## config.mk

```make
export PLATFORM = sky130hd
export DESIGN_NAME = fwd_hazard_unit
export DESIGN_NICKNAME = d
export VERILOG_FILES = /design/src/rtl/hazard_pkg.sv /design/src/rtl/fwd_match.sv /design/src/rtl/fwd_hazard_unit.sv
export SDC_FILE = /design/constraint.sdc
export NUM_CORES = 1
export LEC_CHECK = 0
export ABC_AREA = 1
export ABC_CLOCK_PERIOD_IN_PS = 2000
export BUFFER_PORTS_ARGS = -buffer_cell sky130_fd_sc_hd__buf_2
export CAP_MARGIN = 20
export CORE_ASPECT_RATIO = 1.4
export CORE_MARGIN = 8
export CORE_UTILIZATION = 29
export DETAILED_ROUTE_END_ITERATION = 6
export GPL_TIMING_DRIVEN = 0
export HOLD_SLACK_MARGIN = 0.06
export SYNTH_ARGS = -nofsm -noshare
export SYNTH_HDL_FRONTEND = slang
export SYNTH_SLANG_ARGS = --single-unit
```

## constraint.sdc

```tcl
create_clock -name clk -period 2 [get_ports clk]
set_clock_uncertainty 0.05 [all_clocks]
set_input_delay 0.3 -clock clk [delete_from_list [all_inputs] [get_ports clk]]
set_output_delay 0.3 -clock clk [all_outputs]
set_load 0.03 [all_outputs]
```

## src/rtl/hazard_pkg.sv

```systemverilog
// Shared types and helpers for the forwarding/hazard controller.
// Scoreboard slots carry a fixed-width rd field; instances use the low REG_ADDR_W bits.
package hazard_pkg;

  localparam int FWD_SEL_RF     = 0;
  localparam int REG_ADDR_W_MAX = 8;

  // Ceiling log2, used to size the forward select.
  function automatic int clog2(input int value);
    int r;
    r = 0;
    for (int i = 0; i < 31; i++) begin
      if ((32'sd1 <<< i) < value) begin
        r = i + 1;
      end else begin
        r = r;
      end
    end
    return r;
  endfunction

  typedef struct packed {
    logic                      vld;
    logic                      is_load;
    logic [REG_ADDR_W_MAX-1:0] rd;
  } sb_slot_t;

  // Control priority, highest first: freeze > flush > load-use stall > run.
  typedef enum logic [1:0] {
    PRI_FREEZE   = 2'd0,
    PRI_FLUSH    = 2'd1,
    PRI_LOAD_USE = 2'd2,
    PRI_RUN      = 2'd3
  } hz_pri_e;

endpackage

```

## src/rtl/fwd_match.sv

```systemverilog
// Youngest-match priority encoder for one source operand against the scoreboard.
// Returns the forward distance (0 = register file) and whether that producer is a too-young load.
module fwd_match
  import hazard_pkg::*;
#(
  parameter int REG_ADDR_W = 4,
  parameter int FWD_STAGES = 2,
  parameter int LOAD_LAT   = 1,
  parameter int ZERO_REG   = 1,
  parameter int SEL_W      = 2
) (
  input  logic                    cand_en,
  input  logic [REG_ADDR_W-1:0]   src,
  input  sb_slot_t [FWD_STAGES-1:0] slots,
  output logic [SEL_W-1:0]        sel,
  output logic                    load_use
);

  logic                  cand_s;
  logic [FWD_STAGES-1:0] hit_s;
  logic [SEL_W-1:0]      sel_s;
  logic                  lu_s;

  // Per-slot hit vector for a live, non-hardwired source.
  always_comb begin
    cand_s = cand_en & ~((ZERO_REG != 0) && (src == '0));
    hit_s  = '0;
    for (int j = 0; j < FWD_STAGES; j++) begin
      hit_s[j] = cand_s & slots[j].vld & (slots[j].rd[REG_ADDR_W-1:0] == src);
    end
  end

  // Scan oldest to youngest so the nearest producer overrides.
  always_comb begin
    sel_s = SEL_W'(FWD_SEL_RF);
    lu_s  = 1'b0;
    for (int j = FWD_STAGES - 1; j >= 0; j--) begin
      if (hit_s[j]) begin
        sel_s = SEL_W'(j + 1);
        lu_s  = slots[j].is_load && ((j + 1) <= LOAD_LAT);
      end else begin
        sel_s = sel_s;
        lu_s  = lu_s;
      end
    end
  end

  assign sel      = sel_s;
  assign load_use = lu_s;

endmodule

```

## src/rtl/fwd_hazard_unit.sv

```systemverilog
// Forwarding and hazard controller: shadow scoreboard of in-flight writers, registered
// per-source forward selects for EX, stall/flush/freeze control and a load-use stall counter.
module fwd_hazard_unit
  import hazard_pkg::*;
#(
  parameter int REG_ADDR_W = 4,
  parameter int NUM_SRC    = 2,
  parameter int FWD_STAGES = 2,
  parameter int LOAD_LAT   = 1,
  parameter int ZERO_REG   = 1,
  parameter int CNT_W      = 16,
  localparam int SEL_W     = clog2(FWD_STAGES + 1)
) (
  input  logic                          clk,
  input  logic                          rst_n,
  input  logic                          id_vld,
  input  logic [NUM_SRC*REG_ADDR_W-1:0] id_src,
  input  logic [NUM_SRC-1:0]            id_src_use,
  input  logic [REG_ADDR_W-1:0]         id_rd,
  input  logic                          id_wr,
  input  logic                          id_is_load,
  input  logic                          ex_br_taken,
  input  logic                          mem_wait,
  output logic [NUM_SRC*SEL_W-1:0]      fwd_sel,
  output logic                          pc_write,
  output logic                          if_id_write,
  output logic                          if_id_flush,
  output logic                          id_ex_bubble,
  output logic [CNT_W-1:0]              stall_cnt
);

  sb_slot_t [FWD_STAGES-1:0] slots_r;
  sb_slot_t                  entry_s;
  logic [NUM_SRC*SEL_W-1:0]  sel_s;
  logic [NUM_SRC-1:0]        lu_s;
  hz_pri_e                   pri_s;

  for (genvar k = 0; k < NUM_SRC; k++) begin : g_match
    fwd_match #(
      .REG_ADDR_W (REG_ADDR_W),
      .FWD_STAGES (FWD_STAGES),
      .LOAD_LAT   (LOAD_LAT),
      .ZERO_REG   (ZERO_REG),
      .SEL_W      (SEL_W)
    ) u_match (
      .cand_en  (id_vld & id_src_use[k]),
      .src      (id_src[k*REG_ADDR_W +: REG_ADDR_W]),
      .slots    (slots_r),
      .sel      (sel_s[k*SEL_W +: SEL_W]),
      .load_use (lu_s[k])
    );
  end

  // Resolve which control action owns this cycle.
  always_comb begin
    if (mem_wait) begin
      pri_s = PRI_FREEZE;
    end else if (ex_br_taken) begin
      pri_s = PRI_FLUSH;
    end else if (|lu_s) begin
      pri_s = PRI_LOAD_USE;
    end else begin
      pri_s = PRI_RUN;
    end
  end

  // Pipeline control; reset holds the front end and keeps bubbling ID/EX.
  always_comb begin
    pc_write     = 1'b0;
    if_id_write  = 1'b0;
    if_id_flush  = 1'b0;
    id_ex_bubble = 1'b1;
    if (!rst_n) begin
      id_ex_bubble = 1'b1;
    end else begin
      case (pri_s)
        PRI_FREEZE: begin
          id_ex_bubble = 1'b0;
        end
        PRI_FLUSH: begin
          pc_write     = 1'b1;
          if_id_write  = 1'b1;
          if_id_flush  = 1'b1;
          id_ex_bubble = 1'b1;
        end
        PRI_LOAD_USE: begin
          id_ex_bubble = 1'b1;
        end
        PRI_RUN: begin
          pc_write     = 1'b1;
          if_id_write  = 1'b1;
          id_ex_bubble = 1'b0;
        end
        default: begin
          id_ex_bubble = 1'b1;
        end
      endcase
    end
  end

  // Scoreboard entry for the ID instruction; a bubble enters as an empty slot.
  always_comb begin
    entry_s                  = '0;
    entry_s.vld              = id_vld & id_wr & ~((ZERO_REG != 0) && (id_rd == '0)) & ~id_ex_bubble;
    entry_s.is_load          = id_is_load;
    entry_s.rd[REG_ADDR_W-1:0] = id_rd;
  end

  // Scoreboard advance, forward-select register and stall counter; all hold under mem_wait.
  always_ff @(posedge clk or negedge rst_n) begin
    if (!rst_n) begin
      slots_r   <= '0;
      fwd_sel   <= '0;
      stall_cnt <= '0;
    end else if (pri_s != PRI_FREEZE) begin
      slots_r[0] <= entry_s;
      for (int j = 1; j < FWD_STAGES; j++) begin
        slots_r[j] <= slots_r[j-1];
      end
      fwd_sel <= id_ex_bubble ? '0 : sel_s;
      if ((pri_s == PRI_LOAD_USE) && (stall_cnt != '1)) begin
        stall_cnt <= stall_cnt + CNT_W'(1);
      end
    end
  end

endmodule
```

Word-level counts from Yosys, hierarchy flattened
Index checks and enable logic that the tools add are counted.
{"block": "op_classes", "n_addsub": 1, "eq_ne": 8, "n_mux": 16, "bitwise_logic": 19, "reduce_logical": 11}
{"cell": "$add A16 B1 Y16 const B", "n": 1}
{"cell": "$eq A4 B4 Y1", "n": 4}
{"cell": "$ne A16 B16 Y1 const B", "n": 1}
{"cell": "$and A1 B1 Y1", "n": 15}
{"cell": "$logic_not A4 Y1", "n": 3}
{"cell": "$mux W2", "n": 6}
{"cell": "$mux W1", "n": 8}
{"cell": "$reduce_or A2 Y1", "n": 4}
{"cell": "$eq A2 B2 Y1 const B", "n": 2}
{"cell": "$mux W4", "n": 1}
{"cell": "$not A1 Y1", "n": 4}
{"cell": "$eq A2 B1 Y1 const B", "n": 1}
{"cell": "$logic_not A2 Y1", "n": 1}
{"cell": "$pmux W1 S2", "n": 1}
{"cell": "$reduce_and A2 Y1", "n": 1}
{"cell": "$reduce_bool A2 Y1", "n": 1}
{"cell": "$logic_and A1 B1 Y1", "n": 1}
{"block": "totals", "regBits": 31, "in_bits": 21, "output_inout_bits": 24, "elab_cells": 62}

Longest topological paths before layout
Gate-level depths: netlist (run 1).
{"block": "depth", "word_depth": 16, "ltp_mapped": 16, "depth_no_buf": 16}

Hierarchy
Synthesis (run 1) repeated with hierarchy kept, for this count alone.
{"block": "unflattened", "hier_cells": 357, "area_unflattened_um2": 2268.4}
{"mod": "fwd_hazard_unit", "n_inst": 1, "cells_each": 237, "area_per_inst_um2": 1735.4, "seq_area_each_um2": 800.8}
{"mod": "fwd_match", "n_inst": 2, "cells_each": 60, "area_per_inst_um2": 266.5, "seq_area_each_um2": 0.0}

Least setup slack after synthesis (run 1)
No wires, ideal clock.
{"block": "synth_timing", "path_type": "register -> register", "startpoint": "register slots_r[2] (netlist name)", "endpoint": "register fwd_sel[3]", "setup_time_ns": 0.066, "arrival_ns": 2.110, "required_time_ns": 1.884, "path_slack_ns": -0.226, "stages_incl_launch_ff": 15, "n_path_buf": 0, "period_less_slack_ns": 2.226, "cell_sequence": "dfrtp_1 > inv_1 > nand2_1 > nand2_1 > nor2_1 > nand3_1 > nand2_1 > nand2_1 > nand2_1 > ha_1 > or2_2 > or2_2 > nor3_1 > nand3_1 > nand2_1"}
{"block": "synth_between", "elab_chain_cells": 12, "word_cells_on_any_way": 21, "classes_between": "eq/ne (5); mux (9); bitwise (2); reduce/logical (5)"}
{"item": "from (decl)", "line_no": "fwd_hazard_unit.sv:32", "rtl": "sb_slot_t [FWD_STAGES-1:0] slots_r;"}
{"item": "from (signal, indexed assignment)", "line_no": "fwd_hazard_unit.sv:118", "rtl": "slots_r[j] <= slots_r[j-1];"}
{"item": "$eq A4 B4 Y1", "line_no": "fwd_match.sv:29", "rtl": "hit_s[j] = cand_s & slots[j].vld & (slots[j].rd[REG_ADDR_W-1:0] == src);"}
{"item": "$and A1 B1 Y1", "line_no": "fwd_match.sv:29"}
{"item": "$mux W1", "line_no": "fwd_match.sv:38", "rtl": "if (hit_s[j]) begin"}
{"item": "$reduce_or A2 Y1 (*)", "line_no": "fwd_hazard_unit.sv:60", "rtl": "end else if (|lu_s) begin"}
{"item": "$mux W1 (*)", "line_no": "fwd_hazard_unit.sv:60"}
{"item": "$mux W2 (*)", "line_no": "fwd_hazard_unit.sv:58", "rtl": "end else if (ex_br_taken) begin"}
{"item": "$mux W2 (*)", "line_no": "fwd_hazard_unit.sv:56", "rtl": "if (mem_wait) begin"}
{"item": "$eq A2 B2 Y1, or another cell as far along", "line_no": "fwd_hazard_unit.sv:76", "rtl": "case (pri_s)"}
{"item": "$reduce_or A2 Y1 (no line)"}
{"item": "$pmux W1 S2 (*)", "line_no": "fwd_hazard_unit.sv:76"}
{"item": "$mux W1 (*)", "line_no": "fwd_hazard_unit.sv:73", "rtl": "if (!rst_n) begin"}
{"item": "via id_ex_bubble", "line_no": "fwd_hazard_unit.sv:28", "rtl": "output logic id_ex_bubble,"}
{"item": "$mux W4 (*)", "line_no": "fwd_hazard_unit.sv:120", "rtl": "fwd_sel <= id_ex_bubble ? '0 : sel_s;"}
{"item": "to (signal assigned)", "line_no": "fwd_hazard_unit.sv:120"}
{"item": "to (decl)", "line_no": "fwd_hazard_unit.sv:24", "rtl": "output logic [NUM_SRC*SEL_W-1:0] fwd_sel,"}
The timed path passes the listed nets; every way through them passes the cells marked *.
A chain may end at the register's enable or synchronous reset.

Worst setup path after layout (run 1)
{"block": "layout_timing", "startpoint": "register slots_r[1] (netlist name)", "endpoint": "output id_ex_bubble"}
{"block": "layout_between", "elab_chain_cells": 11, "word_cells_on_any_way": 18, "classes_between": "eq/ne (5); mux (7); bitwise (2); reduce/logical (4)"}
{"item": "$eq A4 B4 Y1", "line_no": "fwd_match.sv:29"}
{"item": "$and A1 B1 Y1", "line_no": "fwd_match.sv:29"}
{"item": "$mux W1", "line_no": "fwd_match.sv:38"}
{"item": "$reduce_or A2 Y1 (*)", "line_no": "fwd_hazard_unit.sv:60"}
{"item": "$mux W1 (*)", "line_no": "fwd_hazard_unit.sv:60"}
{"item": "$mux W2 (*)", "line_no": "fwd_hazard_unit.sv:58"}
{"item": "$mux W2 (*)", "line_no": "fwd_hazard_unit.sv:56"}
{"item": "$eq A2 B2 Y1, or another cell as far along", "line_no": "fwd_hazard_unit.sv:76"}
{"item": "$reduce_or A2 Y1 (no line)"}
{"item": "$pmux W1 S2 (*)", "line_no": "fwd_hazard_unit.sv:76"}
{"item": "$mux W1 (*)", "line_no": "fwd_hazard_unit.sv:73"}
{"item": "to (decl)", "line_no": "fwd_hazard_unit.sv:28"}
Every way passes the cells marked *; elsewhere a longest branch is shown, timed or not.

==> results.md, run 1 <==
Power:
- The worst-case IR drop observed on VDD is 0.417 mV.
- In this run the power density over the cells is 646 nW/um^2.
- The leakage power summed over all cells is 1.45 nW.

Clocking:
- The clock transition at the registers of the reported paths is 0.06 ns.
- The number of clock buffers added by TritonCTS is 5.
- The clock reaches the later pin of the worst-skew pair after 0.28 ns.
- The number of buffers on the longest clock path is 2.
- For this design, the CTS-stage hold fixing added 0 buffers.
- The H-tree generated during clock tree synthesis spans 2 levels.
- The cell sitting at the root of the clock tree is a clkbuf_8.
- The clock tree from TritonCTS is yes.
- CTS saw 31 sinks.

Worst setup path:
- The kind of cell with the highest combined delay along the critical path is simple AND/OR/NAND/NOR gates.
- STA classifies the critical path endpoint as an output pin.
- Together, buffers and inverters on the worst path number 2.
- The data required time at the worst endpoint is 1.65 ns.
- The worst setup path category is reg2out.
- The slowest stage cell on the critical path is dfrtp_1.
- The highest cell delay on the worst timing path is 0.39 ns.
- The signal on the critical path passes through inv_2 > nand2_1 > nand2_1 > nor2_2 > nand3_2 > nand2_2 > nand2_2 > nand2_4 > ha_4 > or2_4 > buf_6.
- The startpoint type of the worst setup path is a flip-flop.
- The arrival time at the worst endpoint is 1.91 ns.
- The maximum fanout encountered on the critical timing path is 3.

Floorplanning:
- Pin placement for this block handled 45 I/O pins.
- The effective utilization at floorplan is 29.7%.
- The die height is 113 um.
- The floorplan has 35 rows.
- The floorplan step defined a die boundary enclosing 9640 um^2.
- The core region is 6570 um^2.
- The die is 85.3 um wide.

Final layout:
- The post-layout net count is 382.
- The area added between synthesis and finish is 46.7%.
- Once layout is complete, the utilization of the core stands at 43.6%.
- Fill cells in the final layout number 672.
- The finished cells cover 2860 um^2.
- The number of antenna diodes is 0.
- The fraction of final layout cells sized beyond drive strength 1 is 37.3%.

Logic synthesis:
- In the post-synthesis netlist, the biggest area contributors are dfrtp_1, nand2_1, inv_1.
- The flop and latch count out of synthesis is 31.
- The most used flip-flop cell after synthesis is dfrtp_1.
- For this run, the number of Yosys warnings is 0.
- Yosys mapped a number of flops with a built-in enable equal to 0.
- The most common cell in the netlist is nand2_1.
- The top-area cell type share of the netlist area is 39.8%.
- The count of distinct cell types in the synthesized netlist is 24.
- The average instance area after synthesis is 7.07 um^2.
- Synthesis produced 276 cells.
- Of all flip-flops after synthesis, the portion carrying an async set or reset was 100%.
- The number of nets in the synthesized netlist is 300.
- The portion of the post-synthesis area used by sequential elements is 39.8%.
- Ranked by instance count, the synthesized netlist is headed by nand2_1, dfrtp_1, inv_1, nor2_1, o21ai_0.
- Summed over all instances, the cell type with the most area after synthesis is dfrtp_1.
- The post-synthesis cell area is 1950 um^2.

Global routing:
- The initial antenna violation count is 0.
- The residual overflow from global routing is 0.
- The number of global-route vias before repair is 2069.
- The first global-routing pass estimated 9720 um of wire.
- Across every metal layer, demand over resource in global routing totals 12.7%.
- The maximum number of pins on one net before global-route repair is 34.

Place:
- The total cell area at the placement stage is 2270 um^2.
- The weighted congestion at the end of routability-driven global placement is 0.873.
- Input and output buffers added on the ports amount to 44.
- The post-detailed-placement half-perimeter wirelength is 4090 um.

Route:
- The count of vias placed by the detailed router is 2099.
- After detailed routing, the average wire length per cell comes to 14.0 um.
- The via count normalized by instance count is 4.85.
- The detailed-route DRC error count is 0.
- Summed over all layers, the routed wires come to 6060 um.
- For this block, the initial DRC count from the detailed router was 64.
- The post-route antenna net violation count is 0.
- For this run, the detailed router's first-pass iteration total came to 4.

Job:
- Max-cap violations in this run came to 0.

Status:
- The checks that failed: setup timing.
- The run finished, with violations left.

Timing:
- In the finished design, the share of the clock period the worst path needs comes to 113%.
- Setup repair after global routing could not meet its margin everywhere.
- Setup violations remaining at the end of the flow were counted as 24.
- The max-slew violation total from the final report came to 0.
- The final count of hold timing violations is 0.
- Timing would allow up to 442 MHz.
- The post-route minimum period is 2.26 ns.
- The pin slew with the least headroom to its limit is 0.769 ns.
- Setup slack on the critical path of the routed design comes to -0.264 ns.
- The relative slew slack is 48.8%.

Min path:
- The path category of the worst min-delay check is in2async.
## logic make-up (layout without fill, tap and decap cells)
kind of cell	after synthesis	after routing	synth area share (%)
AO/OA/AOI/OAI	19	19	5.26
XOR/XNOR	13	13	5.84
adder cells (fa/ha/maj)	3	3	1.92
buffers and inverters	35	118	8.02
flip-flops	31	31	39.8
AND/OR/NAND/NOR	175	175	39.2
## report_power, final
part / internal [mW] / switching (mW)
Clock: 0.314 / 0.227
Combinational: 0.204 / 0.337
Sequential: 0.693 / 0.0733
Total: 1.21 / 0.637
## routing by layer
metal | vias to the layer above | global-route usage [%] | share of wire, %
met5 | - | 0 | 0
met4 | 0 | 7.28 | 3.5
met3 | 20 | 4.21 | 7.2
met2 | 76 | 22.5 | 51
met1 | 976 | 12.6 | 38
li1 | 1027 | - | -
## registers in the layout, summed over array words and instances, names as in the netlist
name,count
stall_cnt,16
slots_r,11
fwd_sel,4
## layout by cell type, fill, tap and decap left out, types with 7 or more instances in the layout
cell type	synthesis	routed
buf_2	0	41
buf_4	1	19
buf_6	1	14
clkbuf_8	0	7
dfrtp_1	31	31
inv_1	29	24
nand2_1	109	97
nand2_2	2	13
nand3_1	13	9
nor2_1	26	19
nor2_4	3	7
o21ai_0	17	11
xnor2_1	9	9
## worst reg2reg max path, cell delays in order, from the launching register on
cell,delay (ns)
dfrtp_1,0.39
inv_2,0.07
nand2_1,0.06
nand2_1,0.06
nor2_2,0.14
nand3_2,0.10
buf_4,0.15
buf_6,0.10
buf_6,0.11
buf_6,0.11
buf_6,0.10
buf_6,0.10
buf_6,0.10
buf_4,0.12
buf_4,0.12
buf_4,0.13
nand3_2,0.06
nand2_1,0.05
## repair_timing
| item | CTS | global route |
|---|---|---|
| endpoints found under the setup margin | 34 | 34 |
| buffers inserted | 21 | 14 |
| gates cloned | 1 | 1 |
| resized for setup | 33 | 34 |
| pin swaps | 9 | 17 |
## final cells by class
class                      instances  area, um^2  share of cell area, %
sequential                        31         776                   27.1
inverter                          30         120                   4.20
clock buffer                       8         100                   3.50
timing repair buffer              75         547                   19.1
multi-input combinational        210        1180                   41.1
tap                               74        92.6                   3.24
buffer                             5        50.0                   1.75
## metrics by stage
stage	TNS, ns	hold WS, ns	power [mW]	setup WS, ns	cells
after floorplan	-0.0429	-0.0456	1.06	-0.0217	276
after global placement	-7.48	0.371	1.21	-0.357	394
after detailed placement	-7.75	0.363	1.22	-0.362	394
after CTS	-2.03	0.0643	1.82	-0.275	419
after global routing	-5.91	0.0930	1.96	-0.369	433
final	-2.74	0.0418	1.85	-0.264	433
## path summary, 6_finish.rpt
| kind | end | slack, ns | cells after the start | start |
|---|---|---|---|---|
| setup reg to reg | fwd_sel[3] | -0.21 | 17 | slots_r[1] |
| setup / recovery | id_ex_bubble | -0.26 | 11 | slots_r[1] |
| hold / removal | stall_cnt[4] | 0.04 | 1 | rst_n |
| max in group asynchronous | slots_r[8] | 1.37 | 1 | rst_n |
| min in group clk | slots_r[8] | 0.19 | 3 | id_is_load |
| hold reg to reg | fwd_sel[1] | 0.42 | 2 | fwd_sel[1] |
Note: power is estimated with default switching activity, not from simulation.
==> run 2: changes to the inputs <==
--- a/config.mk
+++ b/config.mk
@@ -10,11 +10,13 @@
 export BUFFER_PORTS_ARGS = -buffer_cell sky130_fd_sc_hd__buf_2
 export CAP_MARGIN = 20
 export CORE_ASPECT_RATIO = 1.4
-export CORE_MARGIN = 8
+export CORE_MARGIN = 4
 export CORE_UTILIZATION = 29
 export DETAILED_ROUTE_END_ITERATION = 6
 export GPL_TIMING_DRIVEN = 0
 export HOLD_SLACK_MARGIN = 0.06
+export MAX_ROUTING_LAYER = met4
 export SYNTH_ARGS = -nofsm -noshare
 export SYNTH_HDL_FRONTEND = slang
+export SYNTH_HIERARCHICAL = 1
 export SYNTH_SLANG_ARGS = --single-unit
==> run 2 against run 1 <==
- the run still ends with setup timing left
- total power grew 2.8%
- routed wire length grew 1.2%
- core utilization shrank 2.0 points
- sequential share of layout area shrank 1.8 points
- final cell count grew 21%
- design area grew 7.7%
- register-to-register slack lost 0.10 ns
- maximum frequency shrank 7.4%
- clock power grew 21%
- flip-flop and latch count is the same
- critical path depth grew 1
==> results.md, run 2 <==
Status:
- The run finished, with violations left.
- The checks that failed: setup timing.

Timing:
- The post-route minimum period was 2.45 ns (+0.181 ns).
- The final count of hold timing violations came to 0 (unchanged).
- The max-slew violation total from the final report is 0 (unchanged).
- The share of the clock period used by the worst path after layout is 122% (+9.0 points).
- The number of failing setup endpoints in the final timing report is 34 (+42%).
- The pin slew with the least headroom to its limit is 0.278 ns (-0.490 ns).
- Setup repair after global routing could not meet its margin everywhere.
- The relative slew slack is 81.3% (+32 points).
- The setup slack after layout is -0.445 ns (-0.181 ns).
- The timing-limited maximum frequency is 409 MHz (-7.4%).
- The worst hold slack after final layout is 0.191 ns (+0.149 ns).

Route:
- The first-iteration detailed-routing DRC count is 85 (+33%).
- The routed length per instance is 11.7 um (-16%).
- The via count normalized by instance count is 4.42 (-8.8%).
- The post-route antenna net violation count is 0 (unchanged).
- The count of vias placed by the detailed router was 2313 (+10%).
- The detailed-route DRC error count is 0 (unchanged).
- The total routed wirelength was 6130 um (+1.2%).
- The length of the first detailed-routing pass in iterations is 4 (unchanged).

Worst setup path:
- Among all stages on the critical path, the largest delay is contributed by dfrtp_2.
- The highest cell delay on the worst timing path is 0.45 ns (+0.06 ns).
- The endpoint type of the worst setup path is an output pin.
- The worst setup path category is reg2out.
- The endpoint of the worst-slack reg-to-reg timing path is stall_cnt[14].
- STA classifies the critical path startpoint as a flip-flop.
- The reg-to-reg setup timing slack was -0.31 ns (-0.10 ns).
- The number of cells on the worst reg-to-reg path is 18 (+1).
- The startpoint identified for the worst register-to-register timing path is slots_r[2].
- The maximum fanout encountered on the critical timing path is 6 (+3).
- Traced cell by cell, the critical path runs through inv_2 > nand2_1 > nand2_2 > nand2_2 > nor2_1 > nand2_1 > nor2_2 > nor2_2 > o21bai_2 > ha_1 > or2_4 > buf_6.
- The data required time at the worst endpoint was 1.65 ns (about the same).
- The arrival time at the worst endpoint was 2.10 ns (+0.19 ns).

Clocking:
- The number of buffers on the longest clock path came to 2 (unchanged).
- The CTS buffer count came to 5 (unchanged).
- The clock network latency to the later pin of the worst-skew pair is 0.29 ns (about the same).
- The maximum level of the CTS H-tree was 2 (unchanged).
- The clock tree from TritonCTS is yes.
- The clock transition at the registers of the reported paths is 0.07 ns (about the same).
- The count of clock tree sinks is 31 (unchanged).
- The cell sitting at the root of the clock tree is a clkbuf_8.

Floorplanning:
- The width of the die was 82.1 um (-3.7%).
- The effective utilization at floorplan was 30.1% (+0.42 points).
- The die outline area is 9180 um^2 (-4.8%).
- The number of top-level pins is 45 (unchanged).
- The cell row count was 37 (+5.7%).
- The core footprint came to 7410 um^2 (+13%).
- The die height came to 112 um (-1.1%).

Power:
- The leakage power summed over all cells came to 1.64 nW (+14%).
- The internal portion of total power is 1.27 mW (+5.1%).
- The portion of total power attributed to the clock network is 34.3% (+5.1 points).
- The switching power of the nets is 0.627 mW (-1.6%).
- The portion of total power attributed to combinational logic came to 26.2% (-3.1 points).
- The largest vdd supply drop is 0.418 mV (+0.16%).
- The areal power density over the cells is 617 nW/um^2 (-4.5%).
- The sequential group share of total power is 39.5% (-2.0 points).
- The switching share of power is 33.0% (-1.5 points).

Final layout:
- The top register by number of flip-flops is stall_cnt.
- The final instance count without filler cells came to 523 (+21%).
- Relative to the synthesized area, the layout overhead comes to 38.1%.
- The largest registers in the layout are stall_cnt x16, slots_r x11, fwd_sel x4.
- The flip-flop count of the largest register after layout was 16 (unchanged).
- The library cells used most frequently in the layout, excluding fill and tap cells, are nand2_1, inv_1, buf_2.
- The final non-filler cell area is 3080 um^2 (+7.7%).
- The fraction of final layout cells sized beyond drive strength 1 was 37.8% (+0.47 points).
- The post-layout net count is 449 (+18%).
- The library cell used most frequently in the layout, excluding fill and tap cells, is nand2_1.
- The final cell utilization of the core is 41.6% (-2.0 points).
- The number of antenna diodes is 0 (unchanged).

Global routing:
- The wire length of the first global-routing pass is 10500 um (+8.2%).
- The initial antenna violation count is 0 (unchanged).
- The global-route total usage across every layer was 14.9% (+2.1 points).
- The maximum number of pins on one net before global-route repair is 32 (-5.9%).
- The number of global-route vias before repair is 2275 (+10%).
- The residual overflow from global routing is 0 (unchanged).

Place:
- The worst slack after detailed placement is -0.493 ns (-0.130 ns).
- The weighted congestion at the end of routability-driven global placement is 0.836 (-4.3%).
- The total cell area at the placement stage is 2590 um^2 (+14%).
- The number of placed instances, taps included was 494 (+25%).
- The post-detailed-placement half-perimeter wirelength is 4410 um (+7.7%).
- The number of buffers inserted by port buffering was 44 (unchanged).

Logic synthesis:
- The post-synthesis cell area is 2230 um^2 (+14%).
- The number of nets in the synthesized netlist was 377 (+26%).
- The number of instances in the synthesized netlist is 353 (+28%).
- The Yosys warning count is 6 (+6).
- The average instance area after synthesis came to 6.32 um^2 (-11%).

Job:
- The max-cap violation count was 0 (unchanged).

Min path:
- The min-delay analysis places its worst path in the category in2reg.
- The hold path endpoint is slots_r[8].
- The worst hold path begins at id_is_load.
- The worst hold path was traced through 3 stages.
-- run 2: changes by cell type in the layout (fill, tap and decap cells not counted), sizes merged, moves of 2 or more --
cell / change
nand2: +37
xor2: -2
nor2: +14
a21oi: +2
clkbuf: -2
inv: +32
xnor2: -9
nand3: +14
nor3: -7
nand3b: -4
buf: -8
o21ai: -3
-- run 2: per-stage QoR --
stage,power (mW),setup TNS [ns]
floorplan,1.03,-0.130
global placement,1.16,-12.01
detailed placement,1.17,-13.15
CTS,1.88,-11.52
global route,2.01,-15.25
finish,1.90,-8.62
-- run 2: final cells by class --
| class | instances | area [um^2] |
|---|---|---|
| Clock inverter | 2 | 35.0 |
| Sequential cell | 31 | 779 |
| Tap cell | 97 | 121 |
| Multi-Input combinational cell | 252 | 1330 |
| Fill cell | 804 | 4330 |
| Clock buffer | 6 | 82.6 |
| Inverter | 62 | 233 |
| Buffer | 7 | 52.6 |
| Timing Repair Buffer | 66 | 445 |
-- run 2: metal layers --
layer	track usage, %	part of all wire, %
met5	-	0
met1	18.7	43
met4	3.10	1.4
met2	24.8	51
met3	2.27	4.6
-- run 2: worst max path at each step --
stage | startpoint | slack, ns | cells after the start | endpoint
2_1_floorplan | slots_r[2] | -0.06 | 12 | id_ex_bubble
3_3_place_gp | id_src[6] | -0.47 | 16 | stall_cnt[9]
3_5_place_dp | id_src[6] | -0.49 | 16 | stall_cnt[9]
4_1_cts | slots_r[2] | -0.51 | 12 | id_ex_bubble
5_1_grt | slots_r[2] | -0.59 | 12 | id_ex_bubble
6_report | slots_r[2] | -0.45 | 12 | id_ex_bubble
-- run 2: power groups by stage --
| stage | Combinational [mW] | Clock (mW) | Sequential [mW] |
|---|---|---|---|
| after floorplan | 0.225 | 0 | 0.801 |
| after detailed placement | 0.412 | 0 | 0.760 |
| final | 0.498 | 0.653 | 0.750 |
| after global placement | 0.400 | 0 | 0.759 |
| after CTS | 0.474 | 0.660 | 0.750 |
| after global routing | 0.552 | 0.692 | 0.763 |
-- run 2: worst max-delay path: cells and delay by family, from the launching register on --
family                   cells  cell delay, ns
adder cells (fa/ha/maj)      1            0.24
AO/OA/AOI/OAI                1            0.15
flip-flops                   1            0.45
buffers and inverters        2            0.22
AND/OR/NAND/NOR              8            0.75
-- run 2: what timing repair did --
item / 4_1_cts / 5_1_grt
hold endpoints to repair: 31 / 0
hold buffers: 2 / 0
gates resized for setup: 24 / 49
pin swaps: 17 / 22
setup endpoints to repair: 34 / 34
gates cloned: 1 / 1
buffers inserted: 23 / 3
